### src/rtl/sub_stream_q13_if.sv
// Stream bundle for the modular subtractor.
//   master : producer/consumer side. Drives in_valid, in_a, in_b and out_ready.
//   slave  : subtractor side. Drives in_ready, the out_* result fields and busy.
interface sub_stream_q13_if #(
   parameter int unsigned NUM_BIT = 13,
   parameter int unsigned CNT_W   = 10
);
   logic               in_valid;
   logic               in_ready;
   logic [NUM_BIT-1:0] in_a;
   logic [NUM_BIT-1:0] in_b;
   logic               out_valid;
   logic               out_ready;
   logic [NUM_BIT-1:0] out_d;
   logic               out_borrow;
   logic               out_last;
   logic [CNT_W-1:0]   out_idx;
   logic               busy;

   modport master (
      output in_valid, in_a, in_b, out_ready,
      input  in_ready, out_valid, out_d, out_borrow, out_last, out_idx, busy
   );

   modport slave (
      input  in_valid, in_a, in_b, out_ready,
      output in_ready, out_valid, out_d, out_borrow, out_last, out_idx, busy
   );
endinterface

### src/rtl/sub_stream_q13.sv
// Streaming modular subtractor, d = (a - b) mod 2^NUM_BIT, for polynomial coefficients.
// Two-stage valid/ready pipeline. S1 holds the operands, the frame index and the last
// tag. S2 holds the difference from a Sklansky prefix adder evaluating a + ~b + 1.
// Ports:
//   clk  : rising-edge clock
//   rst  : asynchronous active-high reset
//   bus  : slave modport of sub_stream_q13_if
//          in_valid/in_ready/in_a/in_b : operand stream
//          out_valid/out_ready/out_d/out_borrow/out_last/out_idx : result stream
//          busy : any stage holds a beat
module sub_stream_q13 #(
   parameter int unsigned NUM_BIT = 13,
   parameter int unsigned N_COEF  = 701,
   parameter int unsigned CNT_W   = 10
) (
   input logic             clk,
   input logic             rst,
   sub_stream_q13_if.slave bus
);

   // Prefix primitives: generate/propagate pairs combined Sklansky style.
   function automatic logic [1:0] ha(input logic x, input logic y);
      return {x & y, x ^ y};  // {g, p}
   endfunction

   function automatic logic grey_cell(input logic gi, input logic pi, input logic gj);
      return gi | (pi & gj);
   endfunction

   function automatic logic [1:0] black_cell(input logic gi, input logic pi,
                                             input logic gj, input logic pj);
      return {gi | (pi & gj), pi & pj};
   endfunction

   // ------------------------------------------------------------------
   // State
   // ------------------------------------------------------------------
   logic               s1_valid_q, s1_valid_d;
   logic [NUM_BIT-1:0] s1_a_q, s1_a_d;
   logic [NUM_BIT-1:0] s1_b_q, s1_b_d;
   logic [CNT_W-1:0]   s1_idx_q, s1_idx_d;
   logic               s1_last_q, s1_last_d;

   logic               s2_valid_q, s2_valid_d;
   logic [NUM_BIT-1:0] s2_d_q, s2_d_d;
   logic               s2_borrow_q, s2_borrow_d;
   logic [CNT_W-1:0]   s2_idx_q, s2_idx_d;
   logic               s2_last_q, s2_last_d;

   logic [CNT_W-1:0]   cnt_q, cnt_d;

   // ------------------------------------------------------------------
   // Handshake
   // ------------------------------------------------------------------
   logic in_ready;
   logic s1_load;
   logic s2_load;
   logic cnt_at_end;

   assign in_ready   = ~rst & (~s1_valid_q | ~s2_valid_q | bus.out_ready);
   assign s1_load    = bus.in_valid & in_ready;
   assign s2_load    = s1_valid_q & (~s2_valid_q | bus.out_ready);
   assign cnt_at_end = (cnt_q == CNT_W'(N_COEF - 1));

   // ------------------------------------------------------------------
   // Prefix network between S1 and S2: a + ~b + 1
   // ------------------------------------------------------------------
   logic [NUM_BIT-1:0] g0;
   logic [NUM_BIT-1:0] p0;
   logic [NUM_BIT-1:0] carry;  // carry[i] is the carry out of bit i
   logic [NUM_BIT-1:0] diff;
   logic               carry_out;

   always_comb begin
      logic [NUM_BIT-1:0] g, p, g_n, p_n;
      logic [1:0]         gp;
      int                 j;
      g0 = '0;
      p0 = '0;
      for (int i = 0; i < int'(NUM_BIT); i++) begin
         gp    = ha(s1_a_q[i], ~s1_b_q[i]);
         g0[i] = gp[1];
         p0[i] = gp[0];
      end
      g = g0;
      p = p0;
      // Forced carry-in of 1 folds into bit 0, so group 0 is already complete.
      g[0] = grey_cell(g0[0], p0[0], 1'b1);
      for (int l = 0; (1 << l) < int'(NUM_BIT); l++) begin
         g_n = g;
         p_n = p;
         for (int i = 0; i < int'(NUM_BIT); i++) begin
            if (((i >> l) & 1) == 1) begin
               j = ((i >> l) << l) - 1;
               // Once the combined span reaches bit 0 only the generate term matters.
               if ((i >> (l + 1)) == 0) begin
                  g_n[i] = grey_cell(g[i], p[i], g[j]);
               end else begin
                  gp     = black_cell(g[i], p[i], g[j], p[j]);
                  g_n[i] = gp[1];
                  p_n[i] = gp[0];
               end
            end
         end
         g = g_n;
         p = p_n;
      end
      carry = g;
   end

   assign diff      = p0 ^ {carry[NUM_BIT-2:0], 1'b1};
   assign carry_out = carry[NUM_BIT-1];

   // ------------------------------------------------------------------
   // Next state
   // ------------------------------------------------------------------
   always_comb begin
      s1_valid_d = s1_valid_q;
      s1_a_d     = s1_a_q;
      s1_b_d     = s1_b_q;
      s1_idx_d   = s1_idx_q;
      s1_last_d  = s1_last_q;
      cnt_d      = cnt_q;

      if (s1_load) begin
         s1_valid_d = 1'b1;
         s1_a_d     = bus.in_a;
         s1_b_d     = bus.in_b;
         s1_idx_d   = cnt_q;
         s1_last_d  = cnt_at_end;
         cnt_d      = cnt_at_end ? '0 : cnt_q + 1'b1;
      end else if (s2_load) begin
         s1_valid_d = 1'b0;
      end
   end

   always_comb begin
      s2_valid_d  = s2_valid_q;
      s2_d_d      = s2_d_q;
      s2_borrow_d = s2_borrow_q;
      s2_idx_d    = s2_idx_q;
      s2_last_d   = s2_last_q;

      if (s2_load) begin
         s2_valid_d  = 1'b1;
         s2_d_d      = diff;
         s2_borrow_d = ~carry_out;
         s2_idx_d    = s1_idx_q;
         s2_last_d   = s1_last_q;
      end else if (bus.out_ready) begin
         // Drained without a replacement; data fields stay put.
         s2_valid_d = 1'b0;
      end
   end

   always_ff @(posedge clk or posedge rst) begin
      if (rst) begin
         s1_valid_q  <= 1'b0;
         s1_a_q      <= '0;
         s1_b_q      <= '0;
         s1_idx_q    <= '0;
         s1_last_q   <= 1'b0;
         s2_valid_q  <= 1'b0;
         s2_d_q      <= '0;
         s2_borrow_q <= 1'b0;
         s2_idx_q    <= '0;
         s2_last_q   <= 1'b0;
         cnt_q       <= '0;
      end else begin
         s1_valid_q  <= s1_valid_d;
         s1_a_q      <= s1_a_d;
         s1_b_q      <= s1_b_d;
         s1_idx_q    <= s1_idx_d;
         s1_last_q   <= s1_last_d;
         s2_valid_q  <= s2_valid_d;
         s2_d_q      <= s2_d_d;
         s2_borrow_q <= s2_borrow_d;
         s2_idx_q    <= s2_idx_d;
         s2_last_q   <= s2_last_d;
         cnt_q       <= cnt_d;
      end
   end

   // ------------------------------------------------------------------
   // Outputs
   // ------------------------------------------------------------------
   assign bus.in_ready   = in_ready;
   assign bus.out_valid  = s2_valid_q;
   assign bus.out_d      = s2_d_q;
   assign bus.out_borrow = s2_borrow_q;
   assign bus.out_last   = s2_last_q;
   assign bus.out_idx    = s2_idx_q;
   assign bus.busy       = s1_valid_q | s2_valid_q;

endmodule

### src/flat_wrapper.sv
// flat-port wrapper written by rule: the top's interface ports become plain ports
module sub_stream_q13_flat 
#(
   parameter int unsigned NUM_BIT = 13,
   parameter int unsigned N_COEF  = 701,
   parameter int unsigned CNT_W   = 10
)
  (clk, rst, bus_in_valid, bus_in_a, bus_in_b, bus_out_ready, bus_in_ready, bus_out_valid, bus_out_d, bus_out_borrow, bus_out_last, bus_out_idx, bus_busy);
  sub_stream_q13_if #(.NUM_BIT(NUM_BIT), .CNT_W(CNT_W)) bus_i ();
  input logic clk;
  input logic rst;
  input wire logic [$bits(bus_i.in_valid)-1:0] bus_in_valid;
  input wire logic [$bits(bus_i.in_a)-1:0] bus_in_a;
  input wire logic [$bits(bus_i.in_b)-1:0] bus_in_b;
  input wire logic [$bits(bus_i.out_ready)-1:0] bus_out_ready;
  output wire logic [$bits(bus_i.in_ready)-1:0] bus_in_ready;
  output wire logic [$bits(bus_i.out_valid)-1:0] bus_out_valid;
  output wire logic [$bits(bus_i.out_d)-1:0] bus_out_d;
  output wire logic [$bits(bus_i.out_borrow)-1:0] bus_out_borrow;
  output wire logic [$bits(bus_i.out_last)-1:0] bus_out_last;
  output wire logic [$bits(bus_i.out_idx)-1:0] bus_out_idx;
  output wire logic [$bits(bus_i.busy)-1:0] bus_busy;
  assign bus_i.in_valid = bus_in_valid;
  assign bus_i.in_a = bus_in_a;
  assign bus_i.in_b = bus_in_b;
  assign bus_i.out_ready = bus_out_ready;
  assign bus_in_ready = bus_i.in_ready;
  assign bus_out_valid = bus_i.out_valid;
  assign bus_out_d = bus_i.out_d;
  assign bus_out_borrow = bus_i.out_borrow;
  assign bus_out_last = bus_i.out_last;
  assign bus_out_idx = bus_i.out_idx;
  assign bus_busy = bus_i.busy;
  sub_stream_q13 #(.NUM_BIT(NUM_BIT), .N_COEF(N_COEF), .CNT_W(CNT_W)) u_core (.clk(clk), .rst(rst), .bus(bus_i));
endmodule
### config.mk
export PLATFORM = sky130hd
export DESIGN_NAME = sub_stream_q13_flat
export DESIGN_NICKNAME = d
export VERILOG_FILES = /design/src/rtl/sub_stream_q13_if.sv /design/src/rtl/sub_stream_q13.sv /design/src/flat_wrapper.sv
export SDC_FILE = /design/constraint.sdc
export NUM_CORES = 1
export LEC_CHECK = 0
export CORE_MARGIN = 2
export CORE_UTILIZATION = 40
export CTS_CLUSTER_SIZE = 30
export DETAILED_ROUTE_END_ITERATION = 12
export PLACE_DENSITY = 0.6
export RECOVER_POWER = 50
export SYNTH_ARGS = -nofsm -noshare
export SYNTH_HDL_FRONTEND = slang
export SYNTH_SLANG_ARGS = --single-unit
### constraint.sdc
create_clock -name clk -period 3.55 [get_ports clk]
set_clock_uncertainty 0.15 [all_clocks]
set_input_delay 0.71 -clock clk [delete_from_list [all_inputs] [get_ports clk]]
set_output_delay 0.71 -clock clk [all_outputs]
set_load 0.005 [all_outputs]
Word level (Yosys, flattened, before mapping)
Cells that the tools add are included.
Word-level totals
  register bits: 74
  input port bits: 30
  output and inout port bits: 28
Cells by class
  add/sub/neg operators: 1
  equality and inequality tests: 1
  mux-type cells: 5
  bitwise logic cells: 106
  reductions and logical operators: 2
Operators by type and width (number)
  $and 1x1->1: 48
  $or 1x1->1: 27
  $not 1->1: 17
  $xor 1x1->1: 13
  $xor 13x13->13: 1
  $add 10x1->10 const B: 1
  $eq 10x10->1 const B: 1
  $mux 10: 1
  $mux 1: 4
  $reduce_bool 2->1: 2

Depth between registers and ports, before layout
Gate-level depths: netlist of the first run.
  depth in word-level cells: 12
  mapped depth: 10
  gate-level depth less buffers: 10

Worst setup path after synthesis of the first run
OpenSTA, ideal clock, no wires.
  path type: input to register
  start: input port rst
  end: register u_core.cnt_q[6]
  library setup time: 128 ps
  data arrival time: 3389 ps
  setup slack: -117 ps
  stages on the path: 5
  path buffers: 1
  cell sequence: inv_1 nand3_1 buf_2 nor3_1 mux2_1
Between the ends
  cells in the longest elaborated chain, start to end: 3
RTL lines
  start: declaration: RTL line flat_wrapper.sv:11  | input logic rst;
  $not 1->1: RTL line sub_stream_q13.sv:60  | assign in_ready = ~rst & (~s1_valid_q | ~s2_valid_q | bus.out_ready);
  $and 1x1->1: RTL line sub_stream_q13.sv:60
  $and 1x1->1: RTL line sub_stream_q13.sv:61  | assign s1_load = bus.in_valid & in_ready;
  end signal: assignment: RTL line sub_stream_q13.sv:180  | cnt_q <= cnt_d;
  end: declaration: RTL line sub_stream_q13.sv:50  | logic [CNT_W-1:0] cnt_q, cnt_d;
No other way between the ends.
A chain may end at the register's enable or synchronous reset.

Final worst setup path of the first run
  start: input port bus_out_ready
  end: output port bus_in_ready
Between the ends
  cells in the longest elaborated chain, start to end: 2
RTL lines
  start: declaration: RTL line flat_wrapper.sv:15  | input wire logic [$bits(bus_i.out_ready)-1:0] bus_out_ready;
  $or 1x1->1: RTL line sub_stream_q13.sv:60
  $and 1x1->1: RTL line sub_stream_q13.sv:60
  end: declaration: RTL line flat_wrapper.sv:16  | output wire logic [$bits(bus_i.in_ready)-1:0] bus_in_ready;
No other way between the ends.

==> results of run 1 <==
## power by group through the flow
stage	registers, mW	logic (mW)	clock network [mW]
after CTS	1.20	0.863	0.787
after floorplan	1.19	0.494	0
after detailed placement	1.22	0.861	0
after global placement	1.21	0.835	0
final	1.20	0.832	0.769
after global routing	1.23	0.930	0.833
## flip-flops by register name (all words and copies together) (netlist names), 10 cells and up
| name | cells |
|---|---|
| u_core.bus.out_d | 13 |
| u_core.s1_a_q | 13 |
| u_core.bus.out_idx | 10 |
| u_core.s1_b_q | 13 |
| u_core.s1_idx_q | 10 |
| u_core.cnt_q | 10 |
## cells by family (layout without fill, tap and decap cells)
group / Yosys count / after routing / synth area share
simple gates: 105 / 105 / 0.135
flops: 74 / 74 / 0.527
compound gates: 41 / 41 / 0.0922
mux: 37 / 37 / 0.118
buf+inv: 29 / 96 / 0.0327
fa+ha+maj: 18 / 18 / 0.0726
xor+xnor: 9 / 9 / 0.0224
## per-layer routing
layer | share of wire | up-vias | track usage
met5 | 0 | - | 0
met4 | 0.022 | 0 | 0.0694
met3 | 0.035 | 13 | 0.0329
met2 | 0.50 | 50 | 0.259
met1 | 0.45 | 1168 | 0.211
li1 | - | 1190 | -
## cell type report
class / count / area [µm²]
clock buffers: 9 / 124
fillers: 763 / 4190
flip-flops and latches: 74 / 1850
inverters: 19 / 72.6
multi-input cells: 210 / 1550
well taps: 108 / 135
repair buffers: 63 / 608
clock inverters: 5 / 105
## worst max path at each step
stage / startpoint / to / slack, ns / cells past startpoint
final: bus_out_ready / bus_in_ready / 0.49 / 4
after global routing: bus_out_ready / bus_in_ready / 0.41 / 4
after CTS: bus_out_ready / bus_in_ready / 0.58 / 4
after detailed placement: bus_out_ready / bus_in_ready / 0.59 / 4
after global placement: bus_out_ready / bus_in_ready / 0.60 / 4
after floorplan: rst / bus_in_ready / 0.52 / 2
## placed cells by master, fill, tap and decap left out, types with 5 or more instances in the layout
cell | synthesis | routed
sky130_fd_sc_hd__clkdlybuf4s50_1 | 0 | 48
sky130_fd_sc_hd__dfrtp_1 | 74 | 74
sky130_fd_sc_hd__inv_1 | 19 | 18
sky130_fd_sc_hd__clkbuf_8 | 0 | 9
sky130_fd_sc_hd__nand2b_1 | 5 | 5
sky130_fd_sc_hd__o21ai_1 | 7 | 7
sky130_fd_sc_hd__nor2_1 | 11 | 11
sky130_fd_sc_hd__ha_1 | 14 | 14
sky130_fd_sc_hd__nand2_1 | 58 | 58
sky130_fd_sc_hd__nand3_1 | 13 | 13
sky130_fd_sc_hd__dlygate4sd3_1 | 0 | 9
sky130_fd_sc_hd__xor2_1 | 6 | 6
sky130_fd_sc_hd__o21ai_0 | 10 | 10
sky130_fd_sc_hd__mux2_2 | 35 | 35
## synth_stat cells (all sizes together)
cell type  number  share of area
nand4           1         0.0018
a211oi          1         0.0021
a21oi           6          0.015
nand3b          1         0.0021
clkbuf          5         0.0053
nor4            1         0.0036
and3            4         0.0071
or3             1         0.0018
xnor2           3         0.0075
a31o            1         0.0025
a21boi          1         0.0021
o21ai          18          0.027
xor2            6          0.015
nor2b           4         0.0071
fa              4          0.023
mux2           36           0.12
o21ba           1         0.0028
nor3            2         0.0028
o211ai          3         0.0078
a21o            1         0.0021
nand3          13          0.019
o31ai           2         0.0043
nand2b          5         0.0089
a22o            1         0.0025
o311ai          1         0.0025
buf             5         0.0071
inv            19          0.020
dfrtp          74           0.53
a31oi           1         0.0018
and4            1         0.0025
nand2          58          0.062
ha             14          0.050
or2             1         0.0018
o21a            2         0.0043
mux2i           1         0.0028
nor2           11          0.012
and2            2         0.0036
a2111oi         2          0.016
## per-stage QoR
step / hold slack [ns] / total power [mW] / utilization
after floorplan: 0.283 / 1.68 / -
after global placement: 0.305 / 2.04 / 0.490
after detailed placement: 0.309 / 2.08 / 0.490
after CTS: 0.327 / 2.85 / 0.517
after global routing: 0.344 / 2.99 / 0.515
final: 0.322 / 2.80 / 0.515
## worst max-delay path, delay by kind of cell
kind	cells	cell delay, ns
buffers and inverters	2	1.01
and+or+nand+nor	2	0.48
==> metrics.md, run 1 <==
| Metric | Value |
|---|---|
| Ratio of cells with drive above 1 in the final layout | 0.166 |
| Endpoint arrival time on the critical path | 2.20 ns |
| Average vias per placed instance | 4.96 |
| Count of nets after finishing | 425 |
| Critical path start-end classification | primary input to output port |
| Detailed-placement wirelength estimate | 5180 µm |
| Antenna violations before repair | 0 |
| Final worst-path cycle share | 0.862 |
| Drt initial violations | 82 |
| Synth-to-layout area growth | 26.4% |
| Result of the run | complete, no violations |
| Number of warnings printed during yosys synthesis | 0 |
| Portion of total power attributed to the clock network | 0.275 |
| Worst ir drop on vdd | 0.248 mV |
| Via count of the first global-routing pass | 2444 |
| Clock input transition at the sequential cells of the worst setup and hold paths | 0.08 ns |
| Number of buffers added to fix hold violations after cts | 0 |
| Clk_lat worst skew | 0.35 ns |
| Sequential area share after synthesis | 0.527 |
| Fraction of power spent switching nets | 0.295 |
| Final Wtd Congestion | 0.773 |
| Fmax | 0.327 GHz |
| Worst Max-Slew Pin Slew | 1.24 ns |
| End point of the worst hold path | u_core.bus.out_idx[3]$_DFFE_PP0P_ |
| Total non-filler cell area in the finished layout | 4450 µm² |
| Clock buffer depth | 2 |
| Clock tree from TritonCTS | done |
| CTS resizes | 0 |
| Master of the slowest instance on the critical path | sky130_fd_sc_hd__dlygate4sd3_1 |
| Critical path endpoint category | output port |
| Iteration count of the initial detailed-routing pass | 4 |
| Number of hold-slack violations in the final timing report | 0 |
| Slew Limit Headroom | 0.174 |
| Power density over cell area | 629 nW/µm² |
| #FFs+latches synth | 74 |
| CTS sink cnt | 74 |
| Critical register-to-register path startpoint | u_core.s1_b_q[0]$_DFFE_PP0P_ |
| Placement Rows | 34 |
| WHS Path Cells | 2 |
| Area of the die | 9560 µm² |
| Reg2Reg Capture Point | u_core.bus.out_d[9]$_DFFE_PP0P_ |
| Number of buffers inserted to repair setup after CTS | 0 |
| Worst min-delay path startpoint | u_core.s1_idx_q[3]$_DFFE_PP0P_ |
| DRC violations left | 0 |
| Height of the die | 97.8 µm |
| Max-cap violation count | 0 |
| Cell depth of the worst flop-to-flop path | 9 |
| Flop pwr share | 0.427 |
| Startpoint types | primary input |
| WL/cell | 14.5 µm |
| Antenna Diode Count | 0 |
| Hold crit path type | flip-flop to flip-flop |
| Total vias in the final route | 2421 |
| Net switching power figure | 0.826 mW |
| Starting density of the core | 0.407 |
| Maximum level of the CTS H-tree | 3 |
| Average footprint of a synthesized cell | 11.2 µm² |
| Setup repair after global routing missed its margin | false |
| Series of cell instances along the critical path | dlygate4sd3_1 -> nand3b_1 -> and2_1 -> clkdlybuf4s50_1 |
| Yosys cell types | 43 |
| Total negative setup slack | 0 ns |
| Number of placed I/O pins | 58 |
| Count of buffers inserted at the top-level ports | 57 |
| Total Routed Length | 7070 µm |
| Number of non-filler instances in the completed layout | 488 |
| Critical Path Fanout Max | 4 |
| Netlist Area Pre-Place | 3520 µm² |
| Nets in the synthesized netlist | 361 |
| Die extent in x | 97.8 µm |
| Post-placement cell area | 4230 µm² |
| Routed Antenna Nets | 0 |
| Core region area | 8640 µm² |
| Global-route wire length before repair | 12100 µm |
| Register-to-register path setup slack | 0.97 ns |
| Number of placed instances with taps included | 474 |
| Leak Pwr | 2.03 nW |
| Number of cells produced by synthesis | 313 |
| Worst endpoint required time | 2.69 ns |
| Shortest clock period the worst path allows after layout | 3.06 ns |
| Remaining Overflow, GRT | 0 |
| Clock root cell | sky130_fd_sc_hd__clkbuf_8 |
| Smallest setup slack after layout | 0.490 ns |
| Count of endpoints failing setup in the final report | 0 |
| Number of buffers added by the clock tree synthesis step | 9 |
| Number of max-slew violations in the final report | 0 |
| Max stage delay on crit path | 0.56 ns |
| Internal cell power | 1.97 mW |
| Share of power burned in combinational logic | 0.298 |
| Place WS | 0.591 ns |
| GRT Overall Usage | 0.160 |
| Maximum number of pins on one net before global-route repair | 54 |
Power figures use the tool's default switching activity.
==> run 2: changes to the inputs <==
Settings changed: GPL_ROUTABILITY_DRIVEN from default to 0.
==> results of run 2 <==
Final layout, timing and power as in run 1 (identical DEF).
==> run 3: changes to the inputs <==
Settings changed: CORE_MARGIN 2 to 4, SLEW_MARGIN from default to 15.
==> run 3 against run 2 <==
Wire length fell by 0.64%. Sequential share of layout area rose by 0.40 points. Final area fell by 0.96%. Clock-buffer cell count rose by 2. First-iteration DRC count fell by 32%. Combinational power fell by 1%. Sequential cell count did not move.
==> metrics.md, run 3 (synthesis results as in run 1) <==
| Metric | Value |
|---|---|
| Result of the run | complete, no violations (unchanged) |
| Count of buffers inserted at the top-level ports | 57 (unchanged) |
| Antenna Diode Count | 0 (unchanged) |
| Hold crit path type | flip-flop to flip-flop (unchanged) |
| Worst endpoint required time | 2.69 ns (about the same) |
| Maximum level of the CTS H-tree | 3 (unchanged) |
| Number of buffers added to fix hold violations after cts | 0 (unchanged) |
| Master of the slowest instance on the critical path | sky130_fd_sc_hd__dlygate4sd3_1 (unchanged) |
| Number of non-filler instances in the completed layout | 487 (was 488) |
| Maximum number of pins on one net before global-route repair | 57 (was 54) |
| Number of max-slew violations in the final report | 0 (unchanged) |
| Hold_ws | 0.319 ns (was 0.322 ns) |
| Core region area | 8380 µm² (was 8640 µm²) |
| Ratio of cells with drive above 1 in the final layout | 0.178 (was 0.166) |
| CTS resizes | 0 (unchanged) |
| Clk_lat worst skew | 0.35 ns (about the same) |
| Total power draw | 2.60 mW (was 2.80 mW) |
| Number of hold-slack violations in the final timing report | 0 (unchanged) |
| Fraction of power spent switching nets | 0.312 (was 0.295) |
| Final worst-path cycle share | 0.843 (was 0.862) |
| Count of nets after finishing | 425 (unchanged) |
| CTS sink cnt | 74 (unchanged) |
| Height of the die | 102 µm (was 97.8 µm) |
| Leak Pwr | 2.04 nW (was 2.03 nW) |
| Fmax | 0.334 GHz (was 0.327 GHz) |
| WHS Path Cells | 2 (unchanged) |
| Clock buffer depth | 2 (unchanged) |
| Critical path endpoint category | output port (unchanged) |
| Worst min-delay path startpoint | u_core.bus.out_d[2]$_DFFE_PP0P_ (was u_core.s1_idx_q[3]$_DFFE_PP0P_) |
| Crit path buffers/inverters | 2 (unchanged) |
| Family of cells with the greatest summed delay on the critical path | buffers and inverters (unchanged) |
| Number of buffers added by the clock tree synthesis step | 9 (unchanged) |
| Antenna violations before repair | 0 (unchanged) |
| WL/cell | 14.4 µm (was 14.5 µm) |
| Net switching power figure | 0.810 mW (was 0.826 mW) |
| Shortest clock period the worst path allows after layout | 2.99 ns (was 3.06 ns) |
| FILL cells | 777 (was 763) |
| Via count of the first global-routing pass | 2498 (was 2444) |
| Number of buffers inserted to repair setup after CTS | 0 (unchanged) |
| Endpoint arrival time on the critical path | 2.13 ns (was 2.20 ns) |
| Total Routed Length | 7020 µm (was 7070 µm) |
| Critical Path Fanout Max | 4 (unchanged) |
| Slew Limit Headroom | 0.0806 (was 0.174) |
| Clock root cell | sky130_fd_sc_hd__clkbuf_8 (unchanged) |
| Area of the die | 10400 µm² (was 9560 µm²) |
| Total vias in the final route | 2426 (was 2421) |
| Critical path start-end classification | primary input to output port (unchanged) |
| Share of power burned in combinational logic | 0.315 (was 0.298) |
| Starting density of the core | 0.419 (was 0.407) |
| Portion of total power attributed to the clock network | 0.228 (was 0.275) |
| Cell depth of the worst flop-to-flop path | 9 (unchanged) |
| Worst ir drop on vdd | 0.251 mV (was 0.248 mV) |
| Most frequent cells in the layout | 74 x sky130_fd_sc_hd__dfrtp_1, 58 x sky130_fd_sc_hd__nand2_1, 42 x sky130_fd_sc_hd__clkdlybuf4s50_1, 35 x sky130_fd_sc_hd__mux2_2, 18 x sky130_fd_sc_hd__inv_1 (was 74 x sky130_fd_sc_hd__dfrtp_1, 58 x sky130_fd_sc_hd__nand2_1, 48 x sky130_fd_sc_hd__clkdlybuf4s50_1, 35 x sky130_fd_sc_hd__mux2_2, 18 x sky130_fd_sc_hd__inv_1) |
| Internal cell power | 1.79 mW (was 1.97 mW) |
| Synth-to-layout area growth | 25.2% (was 26.4%) |
| End-of-flow core utilization | 0.525 (was 0.515) |
| Die extent in x | 102 µm (was 97.8 µm) |
| Routed Antenna Nets | 0 (unchanged) |
| Clock input transition at the sequential cells of the worst setup and hold paths | 0.07 ns (was 0.08 ns) |
| Average vias per placed instance | 4.98 (was 4.96) |
| Clock tree from TritonCTS | done (unchanged) |
| Reg2Reg Capture Point | u_core.bus.out_d[9]$_DFFE_PP0P_ (unchanged) |
| Startpoint types | primary input (unchanged) |
| Global-route wire length before repair | 11800 µm (was 12100 µm) |
| Critical register-to-register path startpoint | u_core.s1_b_q[0]$_DFFE_PP0P_ (unchanged) |
| Number of placed instances with taps included | 471 (was 474) |
| Iteration count of the initial detailed-routing pass | 4 (unchanged) |
| Remaining Overflow, GRT | 0 (unchanged) |
| Setup repair after global routing missed its margin | false (unchanged) |
| Power density over cell area | 590 nW/µm² (was 629 nW/µm²) |
| Register-to-register path setup slack | 0.91 ns (was 0.97 ns) |
| Series of cell instances along the critical path | dlygate4sd3_1 -> nand3b_1 -> and2_1 -> clkdlybuf4s50_1 (unchanged) |
| DRC violations left | 0 (unchanged) |
| Detailed-placement wirelength estimate | 5170 µm (was 5180 µm) |
| Placement Rows | 33 (was 34) |
| Total negative setup slack | 0 ns (unchanged) |
| Most common cell after layout, fill and taps aside | sky130_fd_sc_hd__dfrtp_1 (unchanged) |
| Count of endpoints failing setup in the final report | 0 (unchanged) |
| Worst Max-Slew Pin Slew | 1.38 ns (was 1.24 ns) |
| Drt initial violations | 56 (was 82) |
| Max stage delay on crit path | 0.54 ns (was 0.56 ns) |
| Max-cap violation count | 0 (unchanged) |
| GRT Overall Usage | 0.148 (was 0.160) |
| End point of the worst hold path | u_core.bus.out_d[2]$_DFFE_PP0P_ (was u_core.bus.out_idx[3]$_DFFE_PP0P_) |
| Flop pwr share | 0.457 (was 0.427) |
| Number of placed I/O pins | 58 (unchanged) |
-- run 3: cell count changes in the layout (fill, tap and decap cells not counted), moves of 2 or more --
cell                              before  now
sky130_fd_sc_hd__clkdlybuf4s50_1      48   42
sky130_fd_sc_hd__dlygate4sd3_1         9   15
sky130_fd_sc_hd__clkinv_2              0    4
sky130_fd_sc_hd__bufinv_16             3    0
sky130_fd_sc_hd__clkbuf_1              2    0
sky130_fd_sc_hd__clkbuf_8              9   11
sky130_fd_sc_hd__clkinvlp_4            2    0
-- run 3: layer usage --
metal / GRT usage / wire, µm
met4: 0.0583 / 103
met3: 0.0351 / 277
met2: 0.247 / 3560
met5: 0 / 0
met1: 0.185 / 3080
-- run 3: power by group through the flow --
stage	Sequential (mW)	Clock [mW]	Combinational, mW
detailed placement	1.21	0	0.858
finish	1.19	0.592	0.820
CTS	1.19	0.622	0.864
floorplan	1.19	0	0.494
global placement	1.20	0	0.845
global route	1.22	0.653	0.929
-- run 3: how the worst max path moves through the flow --
stage | from | endpoint | cells past startpoint
after floorplan | rst | bus_in_ready | 2
after global routing | bus_out_ready | bus_in_ready | 4
after global placement | rst | u_core.s1_b_q[11]$_DFFE_PP0P_ | 6
final | bus_out_ready | bus_in_ready | 4
after CTS | bus_out_ready | bus_in_ready | 4
after detailed placement | rst | u_core.s1_idx_q[9]$_DFFE_PP0P_ | 6
-- run 3: stage by stage --
| stage | instance area [µm²] | worst slack (ns) |
|---|---|---|
| global route | 4400 | 0.436 |
| floorplan | 3520 | 0.524 |
| CTS | 4410 | 0.662 |
| detailed placement | 4230 | 0.634 |
| global placement | 4230 | 0.658 |
| finish | 4400 | 0.558 |
-- run 3: worst register-to-register path, cell delays in order (launching register included) --
cell and delay, ns:
sky130_fd_sc_hd__dfrtp_1 0.38, sky130_fd_sc_hd__ha_1 0.21, sky130_fd_sc_hd__fa_1 0.44, sky130_fd_sc_hd__nand2b_1 0.25, sky130_fd_sc_hd__a21o_1 0.23, sky130_fd_sc_hd__a21oi_1 0.14, sky130_fd_sc_hd__nor2b_1 0.07, sky130_fd_sc_hd__fa_1 0.37
sky130_fd_sc_hd__xor2_1 0.16, sky130_fd_sc_hd__o21ai_0 0.09
-- run 3: layout make-up --
cell class,count,area [µm²],share of cell area
sequential,74,1850,0.421
multi-input combinational,210,1550,0.353
timing repair buffer,63,613,0.139
clock buffer,11,151,0.0344
tap,105,131,0.0298
inverter,19,72.6,0.0165
clock inverter,5,28.8,0.00654
==> edit, RTL diff (flow settings as in run 3) <==
`NUM_BIT` is set to 13 in 3 places; all go to 15.
--- a/src/rtl/sub_stream_q13_if.sv
+++ b/src/rtl/sub_stream_q13_if.sv
@@ -4,3 +4,3 @@
 interface sub_stream_q13_if #(
-   parameter int unsigned NUM_BIT = 13,
+   parameter int unsigned NUM_BIT = 15,
    parameter int unsigned CNT_W   = 10
--- a/src/rtl/sub_stream_q13.sv
+++ b/src/rtl/sub_stream_q13.sv
@@ -11,3 +11,3 @@
 module sub_stream_q13 #(
-   parameter int unsigned NUM_BIT = 13,
+   parameter int unsigned NUM_BIT = 15,
    parameter int unsigned N_COEF  = 701,
--- a/src/flat_wrapper.sv
+++ b/src/flat_wrapper.sv
@@ -3,3 +3,3 @@
 #(
-   parameter int unsigned NUM_BIT = 13,
+   parameter int unsigned NUM_BIT = 15,
    parameter int unsigned N_COEF  = 701,
Interface: changed (resized bus_in_a, bus_in_b and bus_out_d); port bits go from 58 to 64. The function was not compared with the original's and may differ.
==> edit against run 3 <==
- sequential power up 8%
- routed wire length up 7.3%
- count of clock-buffer cells in the layout down 1
- sequential share of layout area down 0.18 points
- maximum frequency about the same
- register-to-register slack worse by 0.08 ns
- setup slack about the same
- final area up 8.6%
- total power up 6.3%
- sequential cell count up 6
- synthesized area up 9.0%
==> edit: results (changes against run 3) <==
- The reg2reg setup slack came to 0.83 ns (-0.08 ns).
- Worst reg-to-reg path cell count: 10 (+1)
- Tightest Pin Transition: 1.215 ns (-0.1639 ns)
- The most critical setup path has its endpoint at u_core.cnt_q[0].
- Clock buffer count in the final layout: 10 (-1)
* Port bufs: 63 (+11%)
- The final cell utilization of the core is 51.50% (-1.0 points).
- Instance area at placement: 4618 µm² (+9.2%)
- Number of instances in the synthesized netlist: 347 (+11%)
- Nets: 469 (+10%)
- Maximum ir drop on the vdd rail: 0.0002568 V (+2.5%)
* FILL cells: 885 (+14%)
- Number of design-rule violations left by the first detailed-router iteration: 94 (+68%)
- The post-synthesis compound-gate area fraction is 9.138% (-0.079 points).
- Maximum net fanout on the critical path: 25 (+21)
- The number of flip-flops and latches was 80 (+8.1%).
* Mux cell area share after synthesis: 11.75% (-0.066 points)
- The routed metal-1 wire length came to 3567 µm (+16%).
- Non-clock inverter instance count of the final layout: 21 (+2)
- Number of combinational gates with multiple inputs: 235 (+12%)
* Maximum clock frequency: 334.2 MHz (about the same)
- The detailed-placement wirelength estimate came to 5389 µm (+4.2%).
* Worst slack, placed: 0.6374 ns (+0.003605 ns)
* WHS Endpoint: u_core.bus.out_idx[4]
* Leakage: 2.254 nW (+10%)
* Crit path arrival time: 3.07 ns (+0.94 ns)
* Average routed wire per standard cell: 13.75 µm (-4.6%)
- The sum of met3 wire segment lengths after detailed routing is 316 µm (+14%).
- For this design, the slowest cell found on the critical path is clkbuf_1.
- Synth cell count leaders: dfrtp_1, nand2_1, mux2_2, inv_1
- Area share of xor/xnor cells in the synthesized design: 2.285% (+0.043 points)
- The share of the yosys chip area belonging to registers was 52.22% (-0.45 points).
- Area share of buffers outside the clock network: 13.90% (-0.028 points)
- The run finished with clean final reports.
- Share of cell area taken by multi-input logic gates: 35.54% (+0.25 points)
* Count of plain and timing-repair buffers in the layout: 68 (+7.9%)
- Post-Synth Adder-Cell Area: 7.311% (+0.051 points)
- The largest net degree at the start of global routing is 81 (+42%).
- The post-synth net total was 401 (+11%).
## edit: cell count changes in the layout (fill, tap and decap cells not counted), sizes merged, moves of 3 or more
cell and delta:
nor2b -4, dfrtp +6, nor2 +5, clkdlybuf4s50 -8
dlygate4sd3 +14, nor3 +4, a21o +3, mux2 +4
## edit: worst min-delay path: stages, from the launching register on
cell,delay (ns)
dfrtp_1,0.35
nand2_1,0.05
nand2_1,0.05
## edit: cells by family (layout without fill, tap and decap cells)
logic type	count (synthesis)	in the layout
XOR/XNOR	10	10
AND/OR/NAND/NOR	114	114
buffers and inverters	32	104
adder cells (fa/ha/maj)	20	20
AO/OA/AOI/OAI	51	51
multiplexers	40	40
flip-flops	80	80
## edit: where the power goes
group	switching, mW	internal [mW]	leakage, nW
clock network	0.321	0.268	0.0841
registers	0.147	1.14	0.994
logic	0.405	0.484	1.18
total	0.873	1.89	2.25
## edit: metal layers
metal	track usage [%]	vias up
li1	-	1321
met1	19.43	1282
met2	22.86	51
met3	4.068	7
met4	4.070	0
met5	0	-
